==> config.mk <==
export PLATFORM = sky130hd
export DESIGN_NAME = crc32_word_engine_flat
export DESIGN_NICKNAME = d
export VERILOG_FILES = /design/src/rtl/crc32_word_engine_pkg.sv /design/src/rtl/crc32_word_engine_if.sv /design/src/rtl/crc32_word_engine_byte_lane.sv /design/src/rtl/crc32_word_engine.sv /design/src/flat_wrapper.sv
export SDC_FILE = /design/constraint.sdc
export NUM_CORES = 1
export LEC_CHECK = 0
export CORE_MARGIN = 3
export CORE_UTILIZATION = 40
export DETAILED_ROUTE_END_ITERATION = 7
export GPL_ROUTABILITY_DRIVEN = 0
export SETUP_SLACK_MARGIN = 0.5
export SYNTH_ARGS = -nofsm -noshare
export SYNTH_HDL_FRONTEND = slang
export SYNTH_SLANG_ARGS = --single-unit
==> constraint.sdc <==
create_clock -name i_clk -period 11.27 [get_ports i_clk]
set_input_delay 1.127 -clock i_clk [delete_from_list [all_inputs] [get_ports i_clk]]
set_output_delay 1.127 -clock i_clk [all_outputs]
set_load 0.005 [all_outputs]
==> src/rtl/crc32_word_engine_pkg.sv <==
// Shared CRC-32 types, constants and the MSB-first byte update.
// Used by the engine, its byte lanes and the bench model.
package crc_types_pkg;

  localparam int DATA_WIDTH = 32;
  localparam int CRC_WIDTH  = 32;
  localparam int BYTE       = 8;
  localparam int DATA_BYTES = DATA_WIDTH / BYTE;

  localparam logic [CRC_WIDTH-1:0] POLY        = 32'h04C11DB7;
  localparam logic [CRC_WIDTH-1:0] CRC_RESIDUE = 32'hC704DD7B;

  typedef struct packed {
    logic [DATA_WIDTH-1:0] data_word;
    logic [DATA_BYTES-1:0] data_valid;
  } crc_word_t;

  function automatic logic [CRC_WIDTH-1:0] crc_byte_update(
    input logic [CRC_WIDTH-1:0] crc,
    input logic [BYTE-1:0]      data_byte
  );
    logic [CRC_WIDTH-1:0] c;
    c = crc ^ {data_byte, {(CRC_WIDTH-BYTE){1'b0}}};
    for (int i = 0; i < BYTE; i++) begin
      c = c[CRC_WIDTH-1] ? ((c << 1) ^ POLY) : (c << 1);
    end
    return c;
  endfunction

endpackage

==> src/rtl/crc32_word_engine_if.sv <==
// Word stream in, CRC result out; slave side is the engine.
// o_crc_ok exists only when CRC_CHECK_EN is defined.
interface crc32_word_engine_if #(
  parameter int CNT_WIDTH = 16
);
  logic [31:0]          s_data;
  logic [3:0]           s_keep;
  logic                 s_last;
  logic                 s_valid;
  logic                 s_ready;
  logic [31:0]          o_crc;
  logic [CNT_WIDTH-1:0] o_byte_cnt;
  logic                 o_valid;
  logic                 i_ready;
`ifdef CRC_CHECK_EN
  logic                 o_crc_ok;
`endif

  modport slave (
    input  s_data, s_keep, s_last, s_valid, i_ready,
    output s_ready, o_crc, o_byte_cnt, o_valid
`ifdef CRC_CHECK_EN
    , output o_crc_ok
`endif
  );

  modport master (
    output s_data, s_keep, s_last, s_valid, i_ready,
    input  s_ready, o_crc, o_byte_cnt, o_valid
`ifdef CRC_CHECK_EN
    , input o_crc_ok
`endif
  );
endinterface

==> src/rtl/crc32_word_engine_byte_lane.sv <==
// crc32_byte_lane: combinational one-byte CRC-32 update.
// Ports: crc_in, data_byte -> crc_out.
module crc32_byte_lane
  import crc_types_pkg::*;
(
  input  logic [CRC_WIDTH-1:0] crc_in,
  input  logic [BYTE-1:0]      data_byte,
  output logic [CRC_WIDTH-1:0] crc_out
);
  assign crc_out = crc_byte_update(crc_in, data_byte);
endmodule

==> src/rtl/crc32_word_engine.sv <==
// Streaming CRC-32 over 32-bit words with byte-valid mask.
// Ports: i_clk, i_reset, bus (slave). Option: CRC_CHECK_EN.
module crc32_word_engine
  import crc_types_pkg::*;
#(
  parameter logic [31:0] CRC_INIT   = 32'hFFFFFFFF,
  parameter logic [31:0] CRC_XOROUT = 32'hFFFFFFFF,
  parameter int          CNT_WIDTH  = 16
) (
  input logic i_clk,
  input logic i_reset,
  crc32_word_engine_if.slave bus
);

  localparam int CW1 = CNT_WIDTH + 1;

  typedef enum logic [1:0] {
    IDLE,
    BUSY,
    HOLD
  } state_t;

  state_t               state;
  logic [31:0]          crc_q;
  logic [CNT_WIDTH-1:0] cnt_q;

  crc_word_t            beat;
  logic [2:0]           n_bytes;
  logic [2:0]           n_lanes;
  logic [5:0]           shamt;
  logic [31:0]          aligned;
  logic [31:0]          tap [0:4];
  logic [31:0]          crc_next;
  logic [CW1-1:0]       cnt_sum;
  logic [CNT_WIDTH-1:0] cnt_next;
  logic                 accept;
  logic                 take;

  assign beat.data_word  = bus.s_data;
  assign beat.data_valid = bus.s_keep;

  assign n_bytes = 3'(beat.data_valid[0]) + 3'(beat.data_valid[1])
                 + 3'(beat.data_valid[2]) + 3'(beat.data_valid[3]);

  // Non-last words always run all four lanes.
  assign n_lanes = bus.s_last ? n_bytes : 3'd4;

  // Left-align the valid bytes so the chain always starts at lane 3.
  assign shamt   = {3'(3'd4 - n_lanes), 3'b000};
  assign aligned = beat.data_word << shamt;

  assign tap[0] = crc_q;

  for (genvar g = 0; g < 4; g++) begin : g_lane
    crc32_byte_lane u_lane (
      .crc_in    (tap[g]),
      .data_byte (aligned[31-8*g -: 8]),
      .crc_out   (tap[g+1])
    );
  end

  always_comb begin
    crc_next = crc_q;
    unique case (n_lanes)
      3'd1:    crc_next = tap[1];
      3'd2:    crc_next = tap[2];
      3'd3:    crc_next = tap[3];
      3'd4:    crc_next = tap[4];
      default: crc_next = crc_q;
    endcase
  end

  assign cnt_sum  = {1'b0, cnt_q} + CW1'(n_bytes);
  assign cnt_next = cnt_sum[CNT_WIDTH] ? '1
                                       : cnt_sum[CNT_WIDTH-1:0];

  assign bus.s_ready = (state != HOLD) && !i_reset;

  assign accept = bus.s_valid && bus.s_ready;
  assign take   = bus.o_valid && bus.i_ready;

  always_ff @(posedge i_clk or posedge i_reset) begin
    if (i_reset) begin
      state          <= IDLE;
      crc_q          <= CRC_INIT;
      cnt_q          <= '0;
      bus.o_valid    <= 1'b0;
      bus.o_crc      <= '0;
      bus.o_byte_cnt <= '0;
`ifdef CRC_CHECK_EN
      bus.o_crc_ok   <= 1'b0;
`endif
    end else begin
      unique case (state)
        IDLE, BUSY: begin
          if (accept) begin
            crc_q <= crc_next;
            cnt_q <= cnt_next;
            if (bus.s_last) begin
              state          <= HOLD;
              bus.o_valid    <= 1'b1;
              bus.o_crc      <= crc_next ^ CRC_XOROUT;
              bus.o_byte_cnt <= cnt_next;
`ifdef CRC_CHECK_EN
              bus.o_crc_ok   <= (crc_next == CRC_RESIDUE);
`endif
            end else begin
              state <= BUSY;
            end
          end
        end
        HOLD: begin
          if (take) begin
            state       <= IDLE;
            crc_q       <= CRC_INIT;
            cnt_q       <= '0;
            bus.o_valid <= 1'b0;
`ifdef CRC_CHECK_EN
            bus.o_crc_ok <= 1'b0;
`endif
          end
        end
        default: state <= IDLE;
      endcase
    end
  end

endmodule

==> src/flat_wrapper.sv <==
// flat-port wrapper written by rule: the top's interface ports become plain ports
module crc32_word_engine_flat import crc_types_pkg::*;
#(
  parameter logic [31:0] CRC_INIT   = 32'hFFFFFFFF,
  parameter logic [31:0] CRC_XOROUT = 32'hFFFFFFFF,
  parameter int          CNT_WIDTH  = 16
)
  (i_clk, i_reset, bus_s_data, bus_s_keep, bus_s_last, bus_s_valid, bus_i_ready, bus_s_ready, bus_o_crc, bus_o_byte_cnt, bus_o_valid);
  crc32_word_engine_if #(.CNT_WIDTH(CNT_WIDTH)) bus_i ();
  input logic i_clk;
  input logic i_reset;
  input wire logic [$bits(bus_i.s_data)-1:0] bus_s_data;
  input wire logic [$bits(bus_i.s_keep)-1:0] bus_s_keep;
  input wire logic [$bits(bus_i.s_last)-1:0] bus_s_last;
  input wire logic [$bits(bus_i.s_valid)-1:0] bus_s_valid;
  input wire logic [$bits(bus_i.i_ready)-1:0] bus_i_ready;
  output wire logic [$bits(bus_i.s_ready)-1:0] bus_s_ready;
  output wire logic [$bits(bus_i.o_crc)-1:0] bus_o_crc;
  output wire logic [$bits(bus_i.o_byte_cnt)-1:0] bus_o_byte_cnt;
  output wire logic [$bits(bus_i.o_valid)-1:0] bus_o_valid;
  assign bus_i.s_data = bus_s_data;
  assign bus_i.s_keep = bus_s_keep;
  assign bus_i.s_last = bus_s_last;
  assign bus_i.s_valid = bus_s_valid;
  assign bus_i.i_ready = bus_i_ready;
  assign bus_s_ready = bus_i.s_ready;
  assign bus_o_crc = bus_i.o_crc;
  assign bus_o_byte_cnt = bus_i.o_byte_cnt;
  assign bus_o_valid = bus_i.o_valid;
  crc32_word_engine #(.CRC_INIT(CRC_INIT), .CRC_XOROUT(CRC_XOROUT), .CNT_WIDTH(CNT_WIDTH)) u_core (.i_clk(i_clk), .i_reset(i_reset), .bus(bus_i));
endmodule
Word-level counts from Yosys, hierarchy flattened --
Index checks and enable logic that the tools add are counted.
Word-level totals: flip-flop bits (word level) 99, input port bits 41, output and inout port bits 50, logic and storage cells 119
Operators by class: add/sub/neg operators 5, equality and inequality tests 10, shift operators 1, multiplexer cells 49, bitwise gates (word level) 37, reduce and logical (&&, ||, !) cells 11
Operators by type and width (number):
- $mux 27 | 32
- $not 14->14 | 32
- $pmux 32 s4 | 1
- $xor 32x32->32 | 4
- $mux 32 | 2
- $pmux 32 s2 | 1
- $mux 16 | 3
- $not 32->32 | 1
- $pmux 16 s2 | 1
- $shl 32x6->32 | 1
- $add 16x3->17 | 1
- $add 3x1->3 | 2
- $eq 3x2->1 const B | 2
- $mux 2 | 3
- $reduce_and 3->1 | 2
- $ne 2x1->1 const B | 2
- $ne 2x2->1 const B | 2
- $pmux 2 s2 | 1
- $reduce_and 4->1 | 1
- $eq 3x1->1 const B | 1
- $eq 3x3->1 const B | 1
- $logic_and 1x1->1 | 3
- $mux 1 | 3
- $mux 3 | 1
- other kinds (10) | 10

Depth between registers and ports, before layout --
Gate-level depths: netlist of the first run.
depth after elaboration 77, mapped depth 26, mapped depth without buffers 21

Cells and area by module --
A second synthesis of the first run with hierarchy kept.
Unflattened totals: cells, all modules 961, area, all modules 9136.3 um^2
Modules (own cells, without submodules):
- crc32_word_engine | times used 1, cells each 677, area an instance 6088.3 um^2, sequential area each 2517.4 um^2
- crc32_byte_lane | times used 4, cells each 71, area an instance 762.0 um^2, sequential area each 0.0 um^2

Worst setup path before layout of the first run --
OpenSTA, ideal clock, no wires.
path kind in2reg, start in bus_s_keep[0], end reg u_core.crc_q[13], library setup time 0.097 ns, arrival 7.216 ns, required time 11.173 ns, setup slack 3.957 ns, stages 23, buffers on the path 5, cells stage by stage ha_1 inv_1 fa_1 nand2b_1 buf_6 buf_2 ha_1 ha_1 buf_2 or2_2 buf_4 buf_6 o22ai_1 xor2_1 xnor2_1 xor3_2 xnor3_2 xor2_4 xnor3_2 xnor2_2 xnor3_1 nand2_1 a31oi_1
Between the ends: word-level cells in the longest chain between the ends 52, elaborated cells between the ends (all ways) 79, classes of those cells add/sub: 4; eq/ne: 4; shift: 1; mux: 36; bitwise: 34
Ends and longest elaborated chain:
- start: declaration | RTL line flat_wrapper.sv:13 | input wire logic [$bits(bus_i.s_keep)-1:0] bus_s_keep;
- $add 1x1->2 (*) | RTL line crc32_word_engine.sv:42 | assign n_bytes = 3'(beat.data_valid[0]) + 3'(beat.data_valid[1])
- $add 3x1->3 (*) (2 in series) | RTL line crc32_word_engine.sv:43 | + 3'(beat.data_valid[2]) + 3'(beat.data_valid[3]);
- $mux 3 (*) | RTL line crc32_word_engine.sv:46 | assign n_lanes = bus.s_last ? n_bytes : 3'd4;
- $sub 3x3->3 | RTL line crc32_word_engine.sv:49 | assign shamt = {3'(3'd4 - n_lanes), 3'b000};
- $shl 32x6->32 | RTL line crc32_word_engine.sv:50 | assign aligned = beat.data_word << shamt;
- $xor 32x32->32 | RTL line crc32_word_engine_pkg.sv:23 | c = crc ^ {data_byte, {(CRC_WIDTH-BYTE){1'b0}}};
- $mux 27 | RTL line crc32_word_engine_pkg.sv:25 | c = c[CRC_WIDTH-1] ? ((c << 1) ^ POLY) : (c << 1);
- $not 14->14 (no line)
- [... 34 more ...]
- $mux 27 | RTL line crc32_word_engine_pkg.sv:25
- $not 14->14 (no line)
- $mux 27 | RTL line crc32_word_engine_pkg.sv:25
- $not 14->14 (no line)
- $mux 27 (2 in series) | RTL line crc32_word_engine_pkg.sv:25
- $pmux 32 s4 (*) | RTL line crc32_word_engine.sv:64 | unique case (n_lanes)
- $mux 32 (*) | RTL line crc32_word_engine.sv:96 | if (accept) begin
- $pmux 32 s2 (*) | RTL line crc32_word_engine.sv:94 | unique case (state)
- end signal: assignment | RTL line crc32_word_engine.sv:97 | crc_q <= crc_next;
- end: declaration | RTL line crc32_word_engine.sv:24 | logic [31:0] crc_q;
Mark *: on every way between the ends. The rest lies on a longest branch, timed or not. The select of a mux whose other input is x is not followed. A chain may end at the register's enable or synchronous reset.

Worst setup path in the final report of the first run --
start in bus_s_keep[0], end reg u_core.bus.o_crc[24]
Between the ends: word-level cells in the longest chain between the ends 52, elaborated cells between the ends (all ways) 75, classes of those cells add/sub: 4; eq/ne: 4; shift: 1; mux: 34; bitwise: 32
Ends and longest elaborated chain:
- $add 1x1->2 (*) | RTL line crc32_word_engine.sv:42
- $add 3x1->3 (*) (2 in series) | RTL line crc32_word_engine.sv:43
- $mux 3 (*) | RTL line crc32_word_engine.sv:46
- $sub 3x3->3 | RTL line crc32_word_engine.sv:49
- $shl 32x6->32 | RTL line crc32_word_engine.sv:50
- $xor 32x32->32 | RTL line crc32_word_engine_pkg.sv:23
- $mux 27 | RTL line crc32_word_engine_pkg.sv:25
- $not 14->14 (no line)
- [... 30 more ...]
- $xor 32x32->32 | RTL line crc32_word_engine_pkg.sv:23
- $mux 27 (5 in series) | RTL line crc32_word_engine_pkg.sv:25
- $not 14->14 (no line)
- $mux 27 | RTL line crc32_word_engine_pkg.sv:25
- $not 14->14 (no line)
- $mux 27 (2 in series) | RTL line crc32_word_engine_pkg.sv:25
- $pmux 32 s4 (*) | RTL line crc32_word_engine.sv:64
- $not 32->32 (no line) (*)
- end signal: assignment | RTL line crc32_word_engine.sv:102 | bus.o_crc <= crc_next ^ CRC_XOROUT;
- end: declaration | RTL line crc32_word_engine_if.sv:21 | output s_ready, o_crc, o_byte_cnt, o_valid
Mark *: on every way between the ends. The rest lies on a longest branch, timed or not.

==> impl_results.md, run 1 <==
- WHS Endpoint: u_core.bus.o_byte_cnt[14]
- Final nets: around 1100
- WP data required: ~12000 ps
- Worst EP arrival: roughly 9000 ps
- Kind of critical path: input pin to register
- Area growth syn-to-layout: 13.9%
- Hold depth: 2
- Initial DRC count: a little over 900
- Slew Viols, Final: 0
- IO Port Bufs: 90
- Ys async rst share: 1.00
- ANT cells: 0
- Post-CTS Hold Buffers: 0
- CTS tree: yes
- Clk_skew: ~11 ps
- R2R Setup Slk: 5920 ps
- Initial antenna violation count: 0
- Fillcell total: 2363
- Ys Warns: 0
- HPWL after detailed placement: around 26000 µm
- Initial core utilization: 0.412
- Slew HR: 0.366
- DIE AREA: roughly 0.027 mm²
- Crit Reg-Reg Endpoint: u_core.bus.o_crc[24]
- Detailed-route vias per instance: 5.77
- H-tree levels: 3
- Max Fclk: ~110 MHz
- Core Box Area: 0.0247 mm²
- # clock sinks: 99
- Postcts setup bufs: 0
- Wirelength per Cell: 24.3 µm
- Maximum root-to-sink buffer count: 2
- All-Layer GR Usage: 0.250
- DIE HEIGHT: roughly 170 µm
- Final hold slack: ~480 ps
- CP max FO: 15
- Status: completed
- Setup-failing EPs final: 0
- Worst-Margin Slew: between 900 and 1000 ps
- CTS resizes: 0
- Final period utilization: 0.784
- Post-route ant nets: 0
- Boundary Pins: 91
- DRT Wirelength: 33500 µm
- TritonCTS Buffers: 9
- Die Span X: 166 µm
- Min cycle time layout: 8830 ps
- Pin count of the biggest net entering global routing: ~70
- GRT Residual Overflow: 0
- First-pass GRT wire length: between 50000 and 60000 µm
- Register area share after synthesis: 0.247
- Synth unique cells: between 50 and 60
- DRC: 0
- Clock root cell: clkbuf_16
- TNS Setup: 0 ps
- Synth Instances: 998
- Initial DRT Pass Iterations: 6
- Worst R2R Path Depth: 10
- Unrepaired setup endpoints after global routing: no
- Hold WC Path Type: register to register
- CP startpoint kind: input pin
- Max_cap viols: 0
- Worst skew pair latency: ~360 ps
- Fin. Hold Viols: 0
- Top FF cell, synth: dfrtp_1
- Vias in the first global route: about 7800
- Worst reg2reg startpoint: u_core.crc_q[29]
- Syn Area/Cell: around 10 µm²
- Share of cells above drive strength 1: 0.104
- Synth Cell Area: around 0.01 mm²
- CP endpoint kind: register
- Via count: around 8000
- Post-synth EDFFs: 0
- Clock-pin slew on the worst setup and hold paths: ~80 ps
- Rows: between 50 and 60
- FF+latch count, synth: slightly below 100
- Post-Syn Nets: approximately 1100
- Min-delay src: u_core.bus.o_byte_cnt[14]
flip-flops by register name, indices dropped and copies added (netlist names):
| signal | count |
|---|---|
| u_core.bus.o_crc | 32 |
| u_core.state | 2 |
| u_core.bus.o_byte_cnt | 16 |
| u_core.crc_q | 32 |
| u_core.cnt_q | 16 |
| u_core.bus.o_valid | 1 |
kinds of logic (layout without fill, tap and decap cells):
kind of cell | count (synthesis) | after routing | synth area share
XOR/XNOR | 334 | 334 | 0.435
multiplexers | 24 | 24 | 0.0246
buffers and inverters | 74 | 131 | 0.0332
AND/OR/NAND/NOR | 191 | 191 | 0.0784
AO/OA/AOI/OAI | 264 | 264 | 0.165
flip-flops | 99 | 99 | 0.247
adder cells (fa/ha/maj) | 12 | 12 | 0.0162
metrics by stage:
| stage | area [µm²] | worst slack (ps) | utilization | cells |
|---|---|---|---|---|
| after floorplan | 10200 | 3960 | - | 998 |
| after global placement | 11300 | 2300 | 0.458 | 1363 |
| after detailed placement | 11300 | 2150 | 0.458 | 1363 |
| after CTS | 11600 | 2520 | 0.470 | 1379 |
| after global routing | 11600 | 2060 | 0.470 | 1379 |
| final | 11600 | 2440 | 0.470 | 1379 |
critical path, stage by stage:
cell             delay [ps]
clkdlybuf4s50_1         400
ha_1                    290
inv_1                    70
fa_1                    420
nand2b_1                540
ha_1                    420
ha_1                    420
nand2b_1                400
o22ai_2                 340
xor2_2                  690
xnor2_2                 350
xnor3_2                 550
xnor3_1                 890
xor3_1                  690
xnor3_2                 400
xor2_2                  280
xor2_1                  130
a221oi_2                490
o22a_1                  210
cell usage after synthesis (3+ instances only):
master	number	area, µm²
a211oi_1	3	22.5
a21boi_0	3	22.5
a21o_1	4	30.0
a21oi_1	80	400
a221oi_1	10	87.6
a22o_1	5	43.8
a31oi_1	23	144
and2_1	4	25.0
and3_1	9	56.3
buf_2	5	25.0
buf_6	3	33.8
clkbuf_1	44	165
dfrtp_1	67	1680
dfstp_2	32	841
ha_1	10	125
inv_1	17	63.8
mux2_2	5	56.3
mux2i_1	18	180
nand2_1	70	263
nand3_1	9	45.0
nor2_1	85	319
nor2b_1	3	18.8
o21ai_0	71	355
o221ai_1	19	166
o22a_1	24	210
o22ai_1	11	68.8
o22ai_2	3	37.5
xnor2_1	172	1510
xnor2_2	10	163
xnor3_1	61	1370
xnor3_2	7	166
xor2_1	51	447
xor2_2	6	97.6
xor2_4	5	138
xor3_1	16	380
xor3_2	4	100
metal layers:
metal | up-vias | track usage | part of all wire
li1 | 3610 | - | -
met1 | 3906 | 0.362 | 0.44
met2 | 382 | 0.371 | 0.43
met3 | 57 | 0.0539 | 0.097
met4 | 0 | 0.0820 | 0.033
met5 | - | 0 | 0
worst max path at each step:
| stage | startpoint | slack, ps | endpoint | depth (start not counted) |
|---|---|---|---|---|
| final | bus_s_keep[0] | 2440 | u_core.bus.o_crc[24] | 19 |
| after global routing | bus_s_keep[0] | 2060 | u_core.bus.o_crc[11] | 19 |
| after CTS | bus_s_keep[0] | 2520 | u_core.bus.o_crc[11] | 19 |
| after detailed placement | bus_s_keep[0] | 2150 | u_core.bus.o_crc[11] | 19 |
| after global placement | bus_s_keep[0] | 2300 | u_core.bus.o_crc[11] | 19 |
| after floorplan | bus_s_keep[0] | 3960 | u_core.crc_q[13] | 23 |
final cells by class:
| type | instances | area, µm² | share of cell area |
|---|---|---|---|
| inverters | 18 | 77.6 | 0.00669 |
| flip-flops and latches | 99 | 2520 | 0.217 |
| clock inverters | 7 | 58.8 | 0.00507 |
| well taps | 324 | 405 | 0.0350 |
| multi-input cells | 825 | 7350 | 0.634 |
| clock buffers | 9 | 225 | 0.0194 |
| repair buffers | 97 | 953 | 0.0822 |
cell usage in the layout (no fill, tap or decap), types with 3 or more instances in the layout:
cell,n
a31oi_1,23
xnor2_2,10
buf_4,7
mux2_2,5
dfrtp_1,67
nor2_1,84
clkdlybuf4s50_1,90
xor3_2,4
ha_1,10
xnor2_1,172
a21oi_1,78
a211oi_1,3
xor2_1,51
nand2_1,70
mux2i_1,18
a21boi_0,3
a22o_1,5
a21o_1,4
o22ai_2,3
and2_1,3
a221oi_1,10
inv_1,16
xor3_1,16
o22a_1,24
xor2_4,5
nand3_1,9
nor2b_1,3
o22ai_1,11
xnor3_1,61
dfstp_2,32
xor2_2,6
xnor3_2,7
inv_8,3
and3_1,9
clkbuf_16,9
o221ai_1,19
o21ai_0,71
Power of run 1 is not shown: default switching activity piles up to over one toggle a cycle in this logic, so the estimate is an artifact.
==> inputs of run 2 (changes only) <==
==> constraint.sdc (replaced) <==
create_clock -name i_clk -period 7.6 [get_ports i_clk]
set_input_delay 0.76 -clock i_clk [delete_from_list [all_inputs] [get_ports i_clk]]
set_output_delay 0.76 -clock i_clk [all_outputs]
set_load 0.005 [all_outputs]
==> impl_results.md, run 2 (same netlist as run 1, synthesis figures left out) <==
- Status: completed
- Top flop regs: u_core.bus.o_crc x32, u_core.crc_q x32
- Initial antenna violation count: 0
- Commonest non-fill, non-tap cell in the layout: xnor2_1
- Buffers and inverters on the worst path: 5
- Fin. Hold Viols: 0
- Initial DRC count: 638
- Initial core utilization: 0.412
- Crit path max-delay family: XOR/XNOR gates
- Via count: about 8200
- Slew Viols, Final: 0
- Worst-Margin Slew: ~1000 ps
- DRT Wirelength: 33800 µm
- Post-route ant nets: 0
- Post-CTS Hold Buffers: 0
- Pin count of the biggest net entering global routing: 79
- Worst EP arrival: approximately 7100 ps
- CTS tree: yes
- Worst reg2reg startpoint: u_core.crc_q[28]
- CP startpoint kind: input pin
- Core Box Area: between 0.02 and 0.025 mm²
- Setup-failing EPs final: 0
- Worst path max stage delay: ~470 ps
- Hold WC Path Type: register to register
- Unrepaired setup endpoints after global routing: yes
- Detailed-route vias per instance: 5.70
- TNS Setup: 0 ps
- Crit-path slowest cell: xor3_1
- Min-delay src: u_core.bus.o_byte_cnt[1]
- Max Fclk: about 150 MHz
- Most frequent cells in the layout: xnor2_1 (168), clkdlybuf4s50_1 (90), nor2_1 (84)
- R2R Setup Slk: ~3200 ps
- WP data required: roughly 8000 ps
- Rows: 57
- Wirelength per Cell: around 24 µm
- IO Port Bufs: 90
- TritonCTS Buffers: 9
- Vias in the first global route: roughly 8000
- HPWL after detailed placement: between 20000 and 30000 µm
- DRC: 0
- Clk_skew: roughly 12 ps
- CP max FO: 8
- Min cycle time layout: ~6800 ps
- GRT Residual Overflow: 0
- Share of cells above drive strength 1: 0.165
- Boundary Pins: just over 90
- DIE HEIGHT: 166 µm
- Maximum root-to-sink buffer count: 2
- Area growth syn-to-layout: 20.0%
- Final period utilization: 0.900
- Crit Reg-Reg Endpoint: u_core.crc_q[7]
- H-tree levels: 3
- Worst skew pair latency: 360 ps
- Hold depth: 2
- WHS Endpoint: u_core.bus.o_byte_cnt[1]
- # clock sinks: roughly 100
- Final nets: roughly 1200
- ANT cells: 0
- Worst R2R Path Depth: 12
- Max_cap viols: 0
- DIE AREA: 0.0274 mm²
- Clock root cell: clkbuf_16
- Cell mode on critical path: ha_1
- CP cell instances: clkdlybuf4s50_1 > ha_1 > inv_1 > fa_1 > inv_1 > ha_1 > nand2_1 > ha_1 > ha_1 > or2_2 > o22ai_4 > xor2_4 > buf_4 > xnor3_1 > xor3_1 > xor2_2 > xor3_2 > xor3_2 > buf_4 > xnor3_2 > xnor2_2 > nand2_1 > a31oi_1
- Initial DRT Pass Iterations: 5
- All-Layer GR Usage: 0.250
- CP endpoint kind: register
- Slew HR: 0.349
- Die Span X: between 150 and 200 µm
- First-pass GRT wire length: 51100 µm
- Kind of critical path: input pin to register
- Clock-pin slew on the worst setup and hold paths: about 70 ps
run 2: worst max-delay path by stage:
stage                   from              endpoint  slack [ps]  depth (start not counted)
2_1_floorplan  bus_s_keep[0]      u_core.crc_q[13]         650                         23
3_3_place_gp   bus_s_keep[0]  u_core.bus.o_crc[28]         200                         24
3_5_place_dp   bus_s_keep[0]  u_core.bus.o_crc[28]         190                         24
4_1_cts        bus_s_keep[0]  u_core.bus.o_crc[22]         530                         23
5_1_grt        bus_s_keep[0]       u_core.crc_q[7]         480                         23
6_report       bus_s_keep[0]       u_core.crc_q[7]         760                         23
run 2: cell type report:
cell class / count / area (µm²)
Clock inverter: 7 / 114
Clock buffer: 9 / 225
Multi-Input combinational cell: 825 / 7500
Timing Repair Buffer: 153 / 1370
Fill cell: 2346 / 12500
Sequential cell: 99 / 2520
Inverter: 18 / 77.6
Tap cell: 324 / 405
run 2: routing by layer:
metal	up-vias	track usage	wire length, µm
met1	4009	0.343	14400
li1	3715	-	-
met4	0	0.102	1330
met5	-	0	0
met2	388	0.375	14600
met3	62	0.0668	3420
run 2: what timing repair did:
item / 4_1_cts / 5_1_grt
buffers inserted: 0 / 10
setup endpoints to repair: 0 / 30
resized for setup: 0 / 24
hold endpoints to repair: 0 / 0
run 2: tightest hold or removal path, delay by kind of cell (launching register included):
family / cells / cell delay (ps)
AO/OA/AOI/OAI: 1 / 60
flip-flops: 1 / 340
AND/OR/NAND/NOR: 1 / 40
run 2: metrics by stage:
stage           util  cell area, µm²  instances  worst slack [ps]  hold WS (ps)
3_3_place_gp   0.472           11600       1409               198           465
4_1_cts        0.486           12000       1425               526           489
5_1_grt        0.495           12200       1435               476           520
3_5_place_dp   0.472           11600       1409               187           471
6_report       0.495           12200       1435               761           483
2_1_floorplan      -           10200        998               654           452
Power of run 2 is left out for the same reason.
